==> config.mk <==
export PLATFORM = sky130hd
export DESIGN_NAME = flapjack_console
export DESIGN_NICKNAME = d
export VERILOG_FILES = /design/src/rtl/flapjack_console_pkg.sv /design/src/rtl/flapjack_console.sv
export SDC_FILE = /design/constraint.sdc
export NUM_CORES = 1
export LEC_CHECK = 0
export CAP_MARGIN = 20
export CORE_MARGIN = 3
export CORE_UTILIZATION = 45
export CTS_CLUSTER_DIAMETER = 40
export DETAILED_ROUTE_END_ITERATION = 16
export GPL_TIMING_DRIVEN = 0
export HOLD_SLACK_MARGIN = 0.12
export PLACE_DENSITY = 0.78
export SLEW_MARGIN = 20
export SYNTH_ARGS = -nofsm -noshare
export SYNTH_HDL_FRONTEND = slang
export SYNTH_SLANG_ARGS = --single-unit
==> constraint.sdc <==
create_clock -name clk_sys -period 2.4 [get_ports clk_sys]
set_input_delay 0.48 -clock clk_sys [delete_from_list [all_inputs] [get_ports clk_sys]]
set_output_delay 0.48 -clock clk_sys [all_outputs]
set_load 0.1 [all_outputs]
==> src/rtl/flapjack_console_pkg.sv <==
// flapjack_console_pkg: shared types and constants for the console controller.
//   state_e         - controller FSM states
//   CC_*            - control codes recognised when in_chr[8] == 0
//   CHR_BLANK_DEF   - default glyph written by row/screen clears
package flapjack_console_pkg;

    typedef enum logic [1:0] {
        StIdle,
        StPut,
        StClearRow,
        StClearAll
    } state_e;

    localparam logic [8:0] CC_BS = 9'h008;
    localparam logic [8:0] CC_LF = 9'h00A;
    localparam logic [8:0] CC_FF = 9'h00C;
    localparam logic [8:0] CC_CR = 9'h00D;

    localparam logic [8:0] CHR_BLANK_DEF = 9'h020;

endpackage

==> src/rtl/flapjack_console.sv <==
// flapjack_console: character-stream console that drives the textmode write port.
// Accepts one character per valid/ready transfer, keeps a hardware cursor, interprets
// BS/LF/FF/CR and issues row or full-screen clears as bursts of write strobes.
// Ports:
//   clk_sys, reset          - clock, synchronous active-high reset
//   in_chr/in_valid/in_ready - character input handshake
//   char_x/char_y/char_chr/char_str - registered textmode write port
//   cursor_x/cursor_y       - cursor position (valid while in_ready is high)
//   busy                    - controller is not idle
module flapjack_console
    import flapjack_console_pkg::*;
#(
    parameter int unsigned COLS           = 80,
    parameter int unsigned ROWS           = 30,
    parameter int unsigned CLEAR_ON_RESET = 1,
    parameter logic [8:0]  CHR_BLANK      = CHR_BLANK_DEF
) (
    input  logic       clk_sys,
    input  logic       reset,
    input  logic [8:0] in_chr,
    input  logic       in_valid,
    output logic       in_ready,
    output logic [6:0] char_x,
    output logic [5:0] char_y,
    output logic [8:0] char_chr,
    output logic       char_str,
    output logic [6:0] cursor_x,
    output logic [5:0] cursor_y,
    output logic       busy
);

    localparam int unsigned XW = (COLS > 1) ? $clog2(COLS) : 1;
    localparam int unsigned YW = (ROWS > 1) ? $clog2(ROWS) : 1;
    localparam logic [XW-1:0] XMax = XW'(COLS - 1);
    localparam logic [YW-1:0] YMax = YW'(ROWS - 1);

    state_e        state_q, state_d;
    logic [XW-1:0] cur_x_q, cur_x_d;
    logic [YW-1:0] cur_y_q, cur_y_d;
    logic [XW-1:0] cnt_x_q, cnt_x_d;
    logic [YW-1:0] cnt_y_q, cnt_y_d;
    logic [6:0]    char_x_q, char_x_d;
    logic [5:0]    char_y_q, char_y_d;
    logic [8:0]    char_chr_q, char_chr_d;
    logic          char_str_q, char_str_d;
    logic [YW-1:0] next_row;

    // Wrap to the top row instead of scrolling.
    assign next_row = (cur_y_q == YMax) ? '0 : cur_y_q + YW'(1);

    always_comb begin
        state_d    = state_q;
        cur_x_d    = cur_x_q;
        cur_y_d    = cur_y_q;
        cnt_x_d    = cnt_x_q;
        cnt_y_d    = cnt_y_q;
        char_x_d   = char_x_q;
        char_y_d   = char_y_q;
        char_chr_d = char_chr_q;
        char_str_d = 1'b0;

        unique case (state_q)
            StIdle: begin
                if (in_valid) begin
                    // Control codes all have bit 8 clear, so a full 9-bit match
                    // already excludes in_chr[8] == 1.
                    case (in_chr)
                        CC_LF: begin
                            cur_x_d    = '0;
                            cur_y_d    = next_row;
                            cnt_x_d    = '0;
                            char_str_d = 1'b1;
                            char_x_d   = '0;
                            char_y_d   = 6'(next_row);
                            char_chr_d = CHR_BLANK;
                            state_d    = StClearRow;
                        end
                        CC_CR: cur_x_d = '0;
                        CC_BS: begin
                            if (cur_x_q != '0) cur_x_d = cur_x_q - XW'(1);
                        end
                        CC_FF: begin
                            cur_x_d    = '0;
                            cur_y_d    = '0;
                            cnt_x_d    = '0;
                            cnt_y_d    = '0;
                            char_str_d = 1'b1;
                            char_x_d   = '0;
                            char_y_d   = '0;
                            char_chr_d = CHR_BLANK;
                            state_d    = StClearAll;
                        end
                        default: begin
                            // Glyph strobe appears in the PUT cycle.
                            char_str_d = 1'b1;
                            char_x_d   = 7'(cur_x_q);
                            char_y_d   = 6'(cur_y_q);
                            char_chr_d = in_chr;
                            state_d    = StPut;
                        end
                    endcase
                end
            end
            StPut: begin
                if (cur_x_q == XMax) begin
                    cur_x_d    = '0;
                    cur_y_d    = next_row;
                    cnt_x_d    = '0;
                    char_str_d = 1'b1;
                    char_x_d   = '0;
                    char_y_d   = 6'(next_row);
                    char_chr_d = CHR_BLANK;
                    state_d    = StClearRow;
                end else begin
                    cur_x_d = cur_x_q + XW'(1);
                    state_d = StIdle;
                end
            end
            StClearRow: begin
                // cnt_x_q is the column of the strobe currently on the port.
                if (cnt_x_q == XMax) begin
                    state_d = StIdle;
                end else begin
                    cnt_x_d    = cnt_x_q + XW'(1);
                    char_str_d = 1'b1;
                    char_x_d   = 7'(cnt_x_d);
                    char_chr_d = CHR_BLANK;
                end
            end
            StClearAll: begin
                char_chr_d = CHR_BLANK;
                if (!char_str_q) begin
                    // Entered from reset: no strobe has been issued yet.
                    cnt_x_d    = '0;
                    cnt_y_d    = '0;
                    char_str_d = 1'b1;
                end else if (cnt_x_q == XMax) begin
                    if (cnt_y_q == YMax) begin
                        state_d = StIdle;
                    end else begin
                        cnt_x_d    = '0;
                        cnt_y_d    = cnt_y_q + YW'(1);
                        char_str_d = 1'b1;
                    end
                end else begin
                    cnt_x_d    = cnt_x_q + XW'(1);
                    char_str_d = 1'b1;
                end
                if (char_str_d) begin
                    char_x_d = 7'(cnt_x_d);
                    char_y_d = 6'(cnt_y_d);
                end
            end
        endcase
    end

    always_ff @(posedge clk_sys) begin
        if (reset) begin
            state_q    <= (CLEAR_ON_RESET != 0) ? StClearAll : StIdle;
            cur_x_q    <= '0;
            cur_y_q    <= '0;
            cnt_x_q    <= '0;
            cnt_y_q    <= '0;
            char_x_q   <= '0;
            char_y_q   <= '0;
            char_chr_q <= '0;
            char_str_q <= 1'b0;
        end else begin
            state_q    <= state_d;
            cur_x_q    <= cur_x_d;
            cur_y_q    <= cur_y_d;
            cnt_x_q    <= cnt_x_d;
            cnt_y_q    <= cnt_y_d;
            char_x_q   <= char_x_d;
            char_y_q   <= char_y_d;
            char_chr_q <= char_chr_d;
            char_str_q <= char_str_d;
        end
    end

    assign in_ready = (state_q == StIdle);
    assign busy     = (state_q != StIdle);
    assign char_x   = char_x_q;
    assign char_y   = char_y_q;
    assign char_chr = char_chr_q;
    assign char_str = char_str_q;
    assign cursor_x = 7'(cur_x_q);
    assign cursor_y = 6'(cur_y_q);

endmodule

==> out/qor.yml, run 1 <==
core_sq_um: 6530
tightest_slew_ns: 0.993
cts_max_level: 2
leakage_nw: 1.40
yosysWarnings: 0
power.density_nw_per_um2: 383
place.gp.congestion: 0.907
diodes: 0
crit_path_max_fanout: 5
grt_antenna_before_repair: 0
wl_per_cell_um: 17.8
grt_setup_unrepaired: "true"
synthArstFlopShare_pct: 0
die_h_um: 89.3
dpl.hpwl_um: 6510
grt_max_degree: 16
synth.cell_area_sq_um: 3120
cts_hold_buf: 0
rows: 29
cts_made_buffers: 5
setup_viol: 0
critPathCaptureType: "register"
root_buffer: "clkbuf_8"
synth_edf_count: 0
grt_first_pass_wirelength_um: 14400
path_clk_slew_ns: 0.09
clk_latency_ns: 0.31
dp_slack_ns: -0.311
worstHoldStart: "char_chr[2]$_SDFFE_PP0P_"
synth_common_cells: "dfxtp_1, a21oi_1, o21ai_0, nor2_1, nand2_1"
utilization_pct: 59.0
vias: 3221
status: "finished, final reports clean"
synth_top_area_share_pct: 30.8
synthDistinctLibCells: 78
max-vdd-ir-drop_v: 0.000201
nNetsFinal: 449
drt-total-wl_um: 9060
cts_tree: "done"
synth_area_leaders: "dfxtp_1, a21oi_1, o21ai_0"
slew_violations: 0
crit_required_ns: 2.60
slew_headroom_pct: 33.6
floorplan.initialDensity_pct: 47.8
max_freq_mhz: 418
synth_flop_cell: "dfxtp_1"
avgSynthCellArea_sq_um: 8.42
min_period_ns: 2.39
fin_skew_ns: 0.00697
crit_start: "in_chr[8]"
grt_usage_pct: 23.0
overflow: 0
fin_ws_ns: 0.00980
syn_inst: 371
final_hold_viol_count: 0
viasPerCell: 6.34
rr_startpoint: "cnt_y_q[0]$_SDFFE_PP0P_"
drc_errors: 0
ios: 50
io_buffers: 44
cts_buffer_depth: 2
worst_hold_slack_ns: 0.478
synth_seq_cells: 48
dr.pass1.iters: 5
design.die.area_sq_um: 7980
dieWidth_um: 89.3
syn2layout_area_growth_pct: 23.3
worstPathArrival_ns: 2.59
hold_class: "register to register"
clock_sinks: 48
start_kind: "primary input"
drive_above_1_share_pct: 16.2
yosysMostFrequentCell: "dfxtp_1"
ant_nets: 0
worstSetupPathType: "primary input to register"
synth_largest_area_cell: "dfxtp_1"
fin_crit_sh_pct: 99.6
grt_pass1_vias: 2912
cap_violations: 0
finalPower_mw: 1.47
yosysSeqAreaShare_pct: 30.8
drt_iter0_drc: 318
-- logic make-up (layout without fill, tap and decap cells) --
kind of cell               after synthesis  in the layout  share of synthesized area, %
and+or+nand+nor                        127            127                          24.3
muxes                                    6              6                          1.92
buffers and inverters                   38             97                          5.69
adders and majority gates                7              7                          2.80
AOI/OAI and AO/OA                      138            138                          32.8
DFF                                     48             48                          30.8
xor gates and xnor gates                 6              6                          1.68
other                                    1              2                         0.120
-- cell type report --
cell class                      instances  area (sq um)
Buffer                                 23           123
Clock inverter                          2          15.0
Multi-Input combinational cell        286          2020
Fill cell                             594          2680
Inverter                               15          57.6
Clock buffer                            6          82.6
Timing Repair Buffer                   51           492
Tap cell                               77          96.3
Sequential cell                        48           968
-- layer usage --
layer | share of wire [%] | vias to the layer above | GRT usage, %
met4 | 2.1 | 0 | 6.77
met2 | 47 | 147 | 37.1
li1 | - | 1532 | -
met3 | 6.0 | 17 | 3.23
met1 | 45 | 1525 | 31.9
met5 | 0 | - | 0
-- path summary, 6_finish.rpt --
check	endpoint	slack [ns]	depth (start not counted)
setup reg to reg	char_y[4]$_SDFFE_PP0P_	0.14	8
setup / recovery	cursor_x[5]$_SDFFE_PP0P_	0.01	6
hold / removal	char_chr[2]$_SDFFE_PP0P_	0.48	2
hold reg to reg	char_chr[2]$_SDFFE_PP0P_	0.48	2
-- flip-flops by register name, summed over array words and instances (netlist names), 2 cells and up --
name,flops
cursor_x,7
state_q,2
char_chr,9
cnt_x_q,7
cur_y_q,5
cnt_y_q,5
char_x,7
char_y,5
-- cell usage in the layout (no fill, tap or decap), drive strengths merged, types with 3 or more instances in the layout --
cell type      instances
nand4                 11
buf                   20
inv                   14
o31a                   3
and3                   6
nor3b                  4
a41oi                  5
nand2b                 7
dfxtp                 48
xnor2                  4
nand3                 11
nor4                   4
a221oi                 3
o31ai                  4
or3                    4
o211ai                 4
a311oi                 8
o21ai                 25
ha                     7
a211oi                13
dlygate4sd2            4
clkbuf                17
clkdlybuf4s50         35
and2                   3
nand2                 22
dlymetal6s2s           3
a22oi                  7
nor2                  23
nand3b                 4
a21oi                 43
or3b                   5
nor2b                  5
nor3                  11
mux2i                  6
-- critical path: stages --
cell and delay [ns]:
clkdlybuf4s50_1 0.49, or4b_4 0.68, a211oi_4 0.36, nor2_1 0.16, a221oi_1 0.32, o21ai_1 0.11
-- report_power, final --
part	internal (mW)	total, mW	switching [mW]	leakage [nW]
clock network	0.234	0.524	0.290	0.0434
logic	0.0427	0.144	0.101	0.962
registers	0.801	0.806	0.00488	0.390
total	1.08	1.47	0.396	1.40
-- timing repair --
action | CTS | global route
setup endpoints to repair | 7 | 24
gates resized for setup | 10 | 8
setup buffers | 0 | 7
pin swaps | 0 | 3
gates cloned | 0 | 0
-- per-stage QoR --
| step | std cells | TNS [ns] | instance area, sq um |
|---|---|---|---|
| finish | 508 | 0 | 3850 |
| global route | 508 | -0.0613 | 3850 |
| CTS | 501 | 0 | 3780 |
| detailed placement | 493 | -8.28 | 3670 |
| global placement | 493 | -6.64 | 3670 |
| floorplan | 372 | 0 | 3140 |
(Power assumes the default switching activity.)
==> run 2: changes to the inputs <==
Settings changed: CORE_UTILIZATION 45 to 54, HOLD_SLACK_MARGIN 0.12 to not set, PLACE_DENSITY 0.78 to 0.89.
==> run 2 against run 1 <==
Non-clock buffer count is 1 lower. Critical path depth did not move. Sequential share of layout area is the same. Critical path type unchanged. Register-to-register slack improved by 0.03 ns. Clock power decreased by 4.6%. Fmax is 1.7% higher. Clock-buffer cell count fell by 1. Final area stayed put. Core utilization is 11 points higher. Sequential power barely moved. Wire length is 6.8% higher. Highest routed layer unchanged. Critical endpoint is now cursor_x[2]$_SDFFE_PP0P_.
==> out/qor.yml, run 2 (synthesis gave the netlist of run 1 again) <==
grt_setup_unrepaired: "false"  # was true
dpl.hpwl_um: 6790  # was 6510 um
floorplan.initialDensity_pct: 56.4  # was 47.8%
layout_commonest_cell: "dfxtp_1"  # unchanged
grt_max_degree: 16  # unchanged
start_kind: "primary input"  # unchanged
cts_made_buffers: 5  # unchanged
drive_above_1_share_pct: 16.5  # was 16.2%
worstPathArrival_ns: 2.53  # was 2.59 ns
grt_antenna_before_repair: 0  # unchanged
cap_violations: 0  # unchanged
diodes: 0  # unchanged
min_period_ns: 2.35  # was 2.39 ns
timing.critical_path.buf_inv: 1  # unchanged
rows: 27  # was 29
status: "finished, final reports clean"  # unchanged
tns_ns: 0  # unchanged
slew_violations: 0  # unchanged
overflow: 0  # unchanged
max-vdd-ir-drop_v: 0.000294  # was 0.000201 V
critPathMaxStageDelay_ns: 0.67  # was 0.68 ns
viasPerCell: 6.68  # was 6.34
dr.pass1.iters: 6  # was 5
slew_headroom_pct: 32.9  # was 33.6%
fin_crit_sh_pct: 97.9  # was 99.6%
setup_viol: 0  # unchanged
vias: 3351  # was 3221
cts_hold_buf: 0  # unchanged
cts_tree: "done"  # unchanged
design.die.area_sq_um: 6730  # was 7980 sq um
io_buffers: 44  # unchanged
clock_sinks: 48  # unchanged
ios: 50  # unchanged
tightest_slew_ns: 1.00  # was 0.993 ns
cts_buffer_depth: 2  # unchanged
clk_latency_ns: 0.32  # was 0.31 ns
grt_pass1_vias: 3095  # was 2912
core_sq_um: 5540  # was 6530 sq um
grt_usage_pct: 29.1  # was 23.0%
max_freq_mhz: 425  # was 418 MHz
final_hold_viol_count: 0  # unchanged
hold_class: "register to register"  # unchanged
worst_path_dominant_cell_family: "simple AND/OR/NAND/NOR gates"  # unchanged
critPathCaptureType: "register"  # unchanged
wl_per_cell_um: 19.3  # was 17.8 um
drt-total-wl_um: 9670  # was 9060 um
crit_required_ns: 2.58  # was 2.60 ns
place.gp.congestion: 0.913  # was 0.907
worstSetupPathType: "primary input to register"  # unchanged
layout_common_cells: "dfxtp_1, a21oi_1, clkdlybuf4s50_1"  # unchanged
syn2layout_area_growth_pct: 23.3  # unchanged
ant_nets: 0  # unchanged
place_inst: 488  # was 493
dieWidth_um: 82.1  # was 89.3 um
path_clk_slew_ns: 0.09  # about the same
power.density_nw_per_um2: 377  # was 383 nW/um^2
die_h_um: 82.1  # was 89.3 um
utilization_pct: 69.5  # was 59.0%
grt_first_pass_wirelength_um: 15200  # was 14400 um
leakage_nw: 1.43  # was 1.40 nW
nNetsFinal: 448  # was 449
drc_errors: 0  # unchanged
path_cells: "clkdlybuf4s50_1, or4b_4, a211oi_4, nor2_1, a221oi_1, nor4_1"  # was clkdlybuf4s50_1, or4b_4, a211oi_4, nor2_1, a221oi_1, o21ai_1
critPathSlowestCell: "or4b_4"  # unchanged
largest_reg_flops: 9  # unchanged
cts_max_level: 2  # unchanged
fin_cells: 502  # was 508
root_buffer: "clkbuf_8"  # unchanged
crit_path_max_fanout: 5  # unchanged
fin_skew_ns: 0.0123  # was 0.00697 ns
drt_iter0_drc: 515  # was 318
[run 2: cell type report]
class / count / area (sq um)
Sequential cell: 48 / 968
Timing Repair Buffer: 50 / 492
Clock buffer: 5 / 68.8
Tap cell: 72 / 90.1
Fill cell: 430 / 1690
Multi-Input combinational cell: 286 / 2030
Clock inverter: 3 / 18.8
Inverter: 15 / 57.6
Buffer: 23 / 123
[run 2: metal layers]
| metal | vias up | track usage, % | wire (um) |
|---|---|---|---|
| met5 | - | 0 | 0 |
| met4 | 0 | 12.3 | 330 |
| met3 | 47 | 5.15 | 820 |
| met2 | 212 | 46.4 | 4720 |
| met1 | 1566 | 38.7 | 3800 |
| li1 | 1526 | - | - |
[run 2: metrics by stage]
stage / hold slack [ns] / area, sq um / setup slack (ns) / power [mW]
2_1_floorplan: 0.471 / 3140 / 0.0600 / 0.918
3_3_place_gp: 0.457 / 3670 / -0.277 / 0.960
3_5_place_dp: 0.464 / 3670 / -0.374 / 0.962
4_1_cts: 0.477 / 3760 / 0.000474 / 1.44
6_report: 0.480 / 3850 / 0.0498 / 1.45
5_1_grt: 0.515 / 3850 / 0.00440 / 1.49
[run 2: final timing paths]
| check | from | to | slack, ns | cells after the start |
|---|---|---|---|---|
| max | in_chr[6] | cursor_x[2]$_SDFFE_PP0P_ | 0.05 | 6 |
| min reg2reg | char_chr[6]$_SDFFE_PP0P_ | char_chr[6]$_SDFFE_PP0P_ | 0.48 | 2 |
| max reg2reg | cursor_x[0]$_SDFFE_PP0P_ | cursor_x[2]$_SDFFE_PP0P_ | 0.17 | 7 |
| min | char_chr[6]$_SDFFE_PP0P_ | char_chr[6]$_SDFFE_PP0P_ | 0.48 | 2 |
[run 2: worst min-delay path, stage by stage (launching register included)]
cell     delay, ns
dfxtp_1       0.32
o21ai_0       0.07
a21oi_1       0.06
[run 2: power by group]
| group | internal (mW) | total [mW] | switching [mW] |
|---|---|---|---|
| Combinational | 0.0419 | 0.145 | 0.103 |
| Sequential | 0.801 | 0.806 | 0.00521 |
| Clock | 0.204 | 0.500 | 0.297 |
| Total | 1.05 | 1.45 | 0.405 |
[run 2: timing repair]
action / CTS / global route
pin swaps: 2 / 5
gates resized for setup: 11 / 11
endpoints found under the setup margin: 9 / 38
buffers inserted: 1 / 5
==> patch: new RTL, settings of run 2 <==
Change the parameter `COLS` from 80 to 40.
--- a/src/rtl/flapjack_console.sv
+++ b/src/rtl/flapjack_console.sv
@@ -12,3 +12,3 @@
 #(
-    parameter int unsigned COLS           = 80,
+    parameter int unsigned COLS           = 40,
     parameter int unsigned ROWS           = 30,
Behaviour: no difference found for any inputs over 10 cycles, from zero or initial values and one cycle with reset high; that may be too few to reach the edited logic, so the function may still have changed.
==> patch against run 2 <==
- synthesized area is 11% lower
- worst setup slack worse by 9.1 ps
- critical path depth is 5 lower
- design area is 11% lower
- highest routed layer unchanged
- power is 4.6% lower
- sequential cell count is 3 lower
- count of clock-buffer cells in the layout stayed put
- routed wire length is 21% lower
==> patch: results (changes against run 2) <==
- Synth cell count leaders: dfxtp_1, a21oi_1, nand2_1, nor2_1, o21ai_0
- Tcrit/Tclk final: 0.983 (+0.00380)
- Crit-path slowest cell: clkdlybuf4s50_1
- Leakage: 1.32 nW (-7.1%)
- I/O Buffers: 43 (-2.3%)
- Number of gates resized after CTS: 10 (-1)
- Final #Nets: 427 (-4.7%)
- Top delay family on crit path: buffers and inverters
- Initial antenna violation count: 0 (unchanged)
- Post-synthesis cell count: 353 (-4.9%)
- Worst R2R End: char_x[0]
- Hold_ws: 453 ps (-27.8 ps)
- Hold Path Sink: char_chr[7]
- GPL Wtd Cong: 0.934 (+2.3%)
- Ys Warns: 0 (unchanged)
- First-pass GRT wire length: 12700 microns (-17%)
- Startpoint types: flip-flop
- Flop-to-flop setup slack: 190 ps (+20 ps)
- CTS buffer count: 5 (unchanged)
- Setup WS pre-CTS: -298 ps (+75.8 ps)
- Clock Tree Root: clkbuf_8
- Setup crit end: cursor_x[1]
- Hold Startpoint: char_chr[7]
- Cell variety after synth: 67 (-14%)
- Internal power: 0.00100 W (-4.4%)
- Tightest Hold Check Type: flip-flop to flip-flop
- Synth area leaders: dfxtp_1, a21oi_1, a211oi_1
- Slew @ Worst Pin: 976 ps (-27.8 ps)
- Antenna Cells: 0 (unchanged)
- Fin Clk Skew: 8.56 ps (-3.70 ps)
- DR vias/cell: 6.23 (-6.6%)
- Dpl cells: 466 (-4.5%)
- 1st-pass router iterations: 6 (unchanged)
- Worst Path Arrival: 1880 ps (-650 ps)
- Largest net degree at the start of global routing: 16 (unchanged)
- Routed wire length: 7600 microns (-21%)
- Vias in the first global route: 2715 (-12%)
- Max incr delay on CP: 1160 ps (+490 ps)
- Origin of the worst setup path: cur_x_q[1]
- Non-Filler Instances: 476 (-5.2%)
- Max reg flops: 9 (unchanged)
- Register area share after synthesis: 0.324 (+0.0162)
- Max VDD drop: 0.000317 V (+7.8%)
- RR Startpoint: cnt_x_q[0]
- Share of cells above drive strength 1: 0.117 (-0.0478)
- Clk Latency, worst-skew pair: 300 ps (-20 ps)
- Pwr dens: 404 mW/mm^2 (+7.3%)
- Sequential power: 0.000756 W (-6.2%)
- Post-DP HPWL: 5510 microns (-19%)
- Ys async rst share: 0 (unchanged)
- Iter 0 DRT Violations: 282 (-45%)
- R2R depth: 7 (unchanged)
- Worst-path maximum fanout: 7 (+2)
- Tot GR Track Use: 0.256 (-0.0351)
- Postcts setup bufs: 2 (+1)
- Placed inst area: 0.00332 sq mm (-9.6%)
- Hold Crit Depth: 2 (unchanged)
- Power in the clock group: 0.000483 W (-3%)
- Outcome: finished clean
-- patch: cell families after synthesis --
| group | after synthesis | synth area share |
|---|---|---|
| simple gates | 140 | 0.280 |
| compound gates | 112 | 0.268 |
| flops | 45 | 0.324 |
| buf+inv | 39 | 0.0670 |
| xor+xnor | 8 | 0.0252 |
| fa+ha+maj | 7 | 0.0315 |
| other cells | 1 | 0.00135 |
| mux | 1 | 0.00360 |
-- patch: cell type report --
| type | instances | area, sq um |
|---|---|---|
| buffer | 30 | 153 |
| clock buffer | 5 | 68.8 |
| clock inverter | 3 | 21.3 |
| fill | 400 | 1420 |
| inverter | 9 | 35.0 |
| multi-input combinational | 272 | 1710 |
| sequential | 45 | 907 |
| tap | 67 | 83.8 |
| timing repair buffer | 45 | 445 |
-- patch: metal layers --
layer,global-route usage,part of all wire,vias to the layer above
li1,-,-,1420
met1,0.341,0.43,1372
met2,0.422,0.47,161
met3,0.0441,0.084,14
met4,0.0765,0.015,0
met5,0,0,-
